--- src/rtl/delay_sensor_ctrl.sv ---
// Delay-chain sensor controller: settles the chain, measures thermometer codes over a window,
// and reports min/max code and bubble count. Define SENSOR_CTRL_CONTINUOUS_EN for auto-restart.
module delay_sensor_ctrl #(
   parameter int unsigned N_TAPS = 8,
   parameter int unsigned CODE_W = 5
) (
   input  logic              clk,
   input  logic              rst,
   input  logic              start,
   input  logic [7:0]        window_len,
   input  logic [N_TAPS-1:0] tap,
   output logic              sensor_en,
   output logic              busy,
   output logic [CODE_W-1:0] min_code,
   output logic [CODE_W-1:0] max_code,
   output logic [7:0]        bubble_cnt,
   output logic              result_valid,
   input  logic              result_ready
);

   typedef enum logic [1:0] {StIdle, StSettle, StMeasure, StReport} state_e;

   state_e              state_q, state_d;
   logic [7:0]          cnt_q, cnt_d;
   logic [7:0]          win_q, win_d;
   logic [N_TAPS-1:0]   tap_q;
   logic [CODE_W-1:0]   min_q, min_d;
   logic [CODE_W-1:0]   max_q, max_d;
   logic [7:0]          bub_q, bub_d;

   logic [CODE_W-1:0]   code;
   logic                bubble;
   logic                found_zero;

   // Code is the run of ones from tap_q[0]; any one above the first zero marks a bubble.
   always_comb begin
      code       = '0;
      bubble     = 1'b0;
      found_zero = 1'b0;
      for (int unsigned i = 0; i < N_TAPS; i++) begin
         if (!found_zero) begin
            if (tap_q[i]) begin
               code = code + CODE_W'(1);
            end else begin
               found_zero = 1'b1;
            end
         end else if (tap_q[i]) begin
            bubble = 1'b1;
         end
      end
   end

   always_comb begin
      state_d = state_q;
      cnt_d   = cnt_q;
      win_d   = win_q;
      min_d   = min_q;
      max_d   = max_q;
      bub_d   = bub_q;
      case (state_q)
         StIdle: begin
            if (start) begin
               state_d = StSettle;
               cnt_d   = 8'd1;
               win_d   = window_len;
            end
         end
         StSettle: begin
            if (cnt_q == 8'd0) begin
               state_d = StMeasure;
               // window_len of 0 wraps to 255, giving 256 measure cycles
               cnt_d   = win_q - 8'd1;
               min_d   = CODE_W'(N_TAPS);
               max_d   = '0;
               bub_d   = 8'd0;
            end else begin
               cnt_d = cnt_q - 8'd1;
            end
         end
         StMeasure: begin
            if (code < min_q) min_d = code;
            if (code > max_q) max_d = code;
            if (bubble && (bub_q != 8'hFF)) bub_d = bub_q + 8'd1;
            if (cnt_q == 8'd0) begin
               state_d = StReport;
            end else begin
               cnt_d = cnt_q - 8'd1;
            end
         end
         StReport: begin
            if (result_ready) begin
`ifdef SENSOR_CTRL_CONTINUOUS_EN
               state_d = StSettle;
               cnt_d   = 8'd1;
`else
               state_d = StIdle;
`endif
            end
         end
         default: state_d = StIdle;
      endcase
   end

   always_ff @(posedge clk) begin
      if (rst) begin
         state_q <= StIdle;
         cnt_q   <= 8'd0;
         win_q   <= 8'd0;
         tap_q   <= '0;
         min_q   <= '0;
         max_q   <= '0;
         bub_q   <= 8'd0;
      end else begin
         state_q <= state_d;
         cnt_q   <= cnt_d;
         win_q   <= win_d;
         tap_q   <= tap;
         min_q   <= min_d;
         max_q   <= max_d;
         bub_q   <= bub_d;
      end
   end

   assign sensor_en    = (state_q == StSettle) || (state_q == StMeasure);
   assign busy         = (state_q != StIdle);
   assign result_valid = (state_q == StReport);
   assign min_code     = min_q;
   assign max_code     = max_q;
   assign bubble_cnt   = bub_q;

endmodule
--- config.mk ---
export PLATFORM = sky130hd
export DESIGN_NAME = delay_sensor_ctrl
export DESIGN_NICKNAME = d
export VERILOG_FILES = /design/src/rtl/delay_sensor_ctrl.sv
export SDC_FILE = /design/constraint.sdc
export NUM_CORES = 1
export LEC_CHECK = 0
export ABC_AREA = 1
export CAP_MARGIN = 20
export CORE_ASPECT_RATIO = 1.4
export CORE_UTILIZATION = 50
export DETAILED_ROUTE_END_ITERATION = 8
export PLACE_DENSITY = 0.77
export REMOVE_ABC_BUFFERS = 1
export SETUP_SLACK_MARGIN = 0.4
export SYNTH_ARGS = -nofsm -noshare
export SYNTH_HDL_FRONTEND = slang
export SYNTH_SLANG_ARGS = --single-unit
--- constraint.sdc ---
create_clock -name clk -period 3.8 [get_ports clk]
set_input_delay 0.76 -clock clk [delete_from_list [all_inputs] [get_ports clk]]
set_output_delay 0.76 -clock clk [all_outputs]
set_load 0.005 [all_outputs]
==> flow_summary.toml, run 1 <==
[outcome]
status = "finished clean"

[floorplanning]
pin_count = 41
core_um2 = 5530
die_height_um = 91.7
die_x_um = 66.1
start_util_pct = 52.0
num_rows = 32
design.die.area_um2 = 6060

[power]
leakagePower_nw = 1.80
ir_drop_mv = 0.421
p_per_area_nw_per_um2 = 624

[global_routing]
grt_pass1_vias = 2842
antenna_found_initial = 0
overflow = 0
grt_max_degree = 25
track_usage_pct = 25.2
grt_pass1_wl_um = 12000

[placed_design]
io_buffers = 40
gp_congestion = 0.865
place_inst = 538
place_hpwl_um = 5000

[cells_and_area]
layout.cells.non_filler = 560
final_common_cell = "nand2_1"
most-common-layout-cells = "73 x nand2_1, 55 x nor2_1, 50 x inv_1"
fill_cells = 434
drive_gt1_share_pct = 23.4
multiInputGateArea_um2 = 1980
nets = 533
synthToLayoutAreaGrowth_pct = 36.4
regArea_um2 = 885
antenna_cells = 0

[synth]
ys_warn_count = 0
synth_seq_cells = 44
syn_inst = 426
avgSynthCellArea_um2 = 6.74
yosysUniqueCellTypes = 37
syn_area_um2 = 2870
yosysSeqAreaShare_pct = 30.7

[timing]
fin_tns_setup_ns = 0
hold_viol = 0
worst_pin_slew_ns = 0.766
final_max_slew_viol_count = 0
min_period_ns = 3.64
fmax_mhz = 275
timing.slew.headroom_pct = 48.9
setup_viol = 0
skew_ns = 0.00674
fin_crit_sh_pct = 95.7
rsz0062_at_grt = "true"

[critical_path]
critPathCaptureType = "flop"
cp.arrival_ns = 3.87
required_ns = 4.03
critPathLaunchType = "flop"
cp_max_fo = 7
critPathKind = "flop to flop"

[min_path]
holdCritPathClass = "flop to flop"

[clock_tree]
cts_inserted_buffers = 5
cts.clk_slew.worst_paths_ns = 0.08
ctsHoldBuffers = 0
clkLatencyLatePin_ns = 0.30
htree_levels = 2
numClockSinks = 44
clockBufferDepth = 2
root_buffer = "clkbuf_8"
cts_tree = "done"

[routing]
drt_pass1_iterations = 5
vias = 2938
drt-wirelength-per-cell_um = 13.0
wirelength_um = 7260
drc = 0
via_per_inst = 5.25
antenna_left = 0
drt_first_iter_violations = 156

[flow_run]
cap_violations = 0
[per-layer routing]
metal  vias to the layer above  global-route usage [%]  share of wire, %
li1                       1487                       -                 -
met1                      1355                    26.4                37
met2                        74                    46.3                55
met3                        22                    3.98               3.7
met4                         0                    12.9               3.8
met5                         -                       0                 0
[synth_stat cells, drive strengths merged]
| master | n | area share (%) |
|---|---|---|
| a211oi | 1 | 0.26 |
| a21oi | 34 | 5.9 |
| a221oi | 1 | 0.30 |
| a31o | 1 | 0.30 |
| a31oi | 1 | 0.22 |
| and3 | 1 | 0.22 |
| buf | 3 | 0.52 |
| clkbuf | 4 | 0.52 |
| clkinv | 4 | 0.52 |
| dfxtp | 44 | 31 |
| ha | 22 | 9.6 |
| inv | 63 | 8.2 |
| nand2 | 107 | 16 |
| nand3 | 20 | 4.1 |
| nand3b | 1 | 0.26 |
| nand4 | 6 | 1.3 |
| nor2 | 63 | 10 |
| nor3 | 6 | 1.0 |
| o21a | 1 | 0.26 |
| o21ai | 18 | 3.1 |
| o21bai | 2 | 0.65 |
| o221ai | 1 | 0.30 |
| o22ai | 7 | 1.5 |
| o31ai | 1 | 0.26 |
| or2 | 1 | 0.22 |
| xnor2 | 4 | 1.2 |
| xor2 | 9 | 2.7 |
[registers in the layout, indices dropped and copies added (netlist names)]
| signal | flops |
|---|---|
| bubble_cnt | 8 |
| max_code | 5 |
| cnt_q | 8 |
| tap_q | 8 |
| state_q | 2 |
| min_code | 5 |
| win_q | 8 |
[per-stage QoR]
step / worst slack [ns] / instance area [um2] / utilization (%) / power (mW) / hold slack, ns
after floorplan: 0.125 / 2840 / - / 1.56 / 0.439
after global placement: -0.104 / 3410 / 61.7 / 1.92 / 0.453
after detailed placement: -0.184 / 3410 / 61.7 / 1.96 / 0.472
after CTS: 0.265 / 3780 / 68.5 / 2.37 / 0.485
after global routing: -0.0481 / 3920 / 70.9 / 2.66 / 0.522
final: 0.163 / 3920 / 70.9 / 2.45 / 0.484
[cell families (layout without fill, tap and decap cells)]
| logic type | after synthesis | count (layout) | share of synthesized area [%] |
|---|---|---|---|
| xor gates and xnor gates | 13 | 13 | 3.96 |
| adders and majority gates | 22 | 22 | 9.58 |
| buffers and inverters | 74 | 140 | 9.80 |
| and+or+nand+nor | 205 | 205 | 32.8 |
| AOI/OAI and AO/OA | 68 | 68 | 13.2 |
| DFF | 44 | 44 | 30.7 |
[path summary, 6_finish.rpt]
kind / start / to / slack (ns) / depth (start not counted)
setup / recovery: tap_q[1]$_SDFF_PP0_ / min_code[4]$_SDFFE_PP0P_ / 0.16 / 27
hold reg to reg: cnt_q[1]$_SDFFE_PP0P_ / cnt_q[1]$_SDFFE_PP0P_ / 0.48 / 2
hold / removal: cnt_q[1]$_SDFFE_PP0P_ / cnt_q[1]$_SDFFE_PP0P_ / 0.48 / 2
setup reg to reg: tap_q[1]$_SDFF_PP0_ / min_code[4]$_SDFFE_PP0P_ / 0.16 / 27
[where the power goes]
part           internal [mW]  leakage (nW)  switching [mW]  total, mW
sequential             0.584         0.362           0.103      0.688
combinational          0.571          1.38           0.836       1.41
clock                  0.195        0.0552           0.157      0.352
total                   1.35          1.80            1.10       2.45
[layout make-up]
class                   instances  share of cell area (%)
clock buffers                   6                    1.85
clock inverters                 2                   0.894
inverters                      67                    6.61
multi-input cells             308                    50.5
flip-flops and latches         44                    22.6
well taps                      68                    2.17
repair buffers                 65                    15.4
[critical path, stage by stage (launching register included)]
cell     delay (ns)
dfxtp_2        0.37
nand2_2        0.06
nand2_2        0.07
inv_2          0.05
ha_4           0.21
a31o_4         0.22
ha_4           0.20
or2_4          0.23
nand2_2        0.07
inv_2          0.04
ha_4           0.27
nand2_4        0.05
nand2_4        0.07
ha_4           0.15
nand2_2        0.05
nor2_2         0.13
nand2_2        0.09
a21oi_4        0.18
buf_6          0.12
ha_4           0.19
a21oi_2        0.12
o21a_1         0.14
nand2_2        0.08
nand2_4        0.08
nand2_4        0.08
nand2_1        0.08
nand2_1        0.05
nor2_1         0.12
[timing repair]
action                     in CTS  in global routing
setup endpoints to repair      10                 10
resized for setup              39                 30
pin swaps                      32                 19
buffers inserted               12                  2
Power figures use the tool's default switching activity.
==> run 2, diff against run 1 <==
- CAP_MARGIN: 20 -> unset
==> results of run 2 <==
Final layout, timing and power as in run 1 (identical DEF).
==> run 3, diff against run 2 <==
- ABC_CLOCK_PERIOD_IN_PS: unset -> 3800
==> results of run 3 <==
Final layout, timing and power as in run 1 (identical DEF).
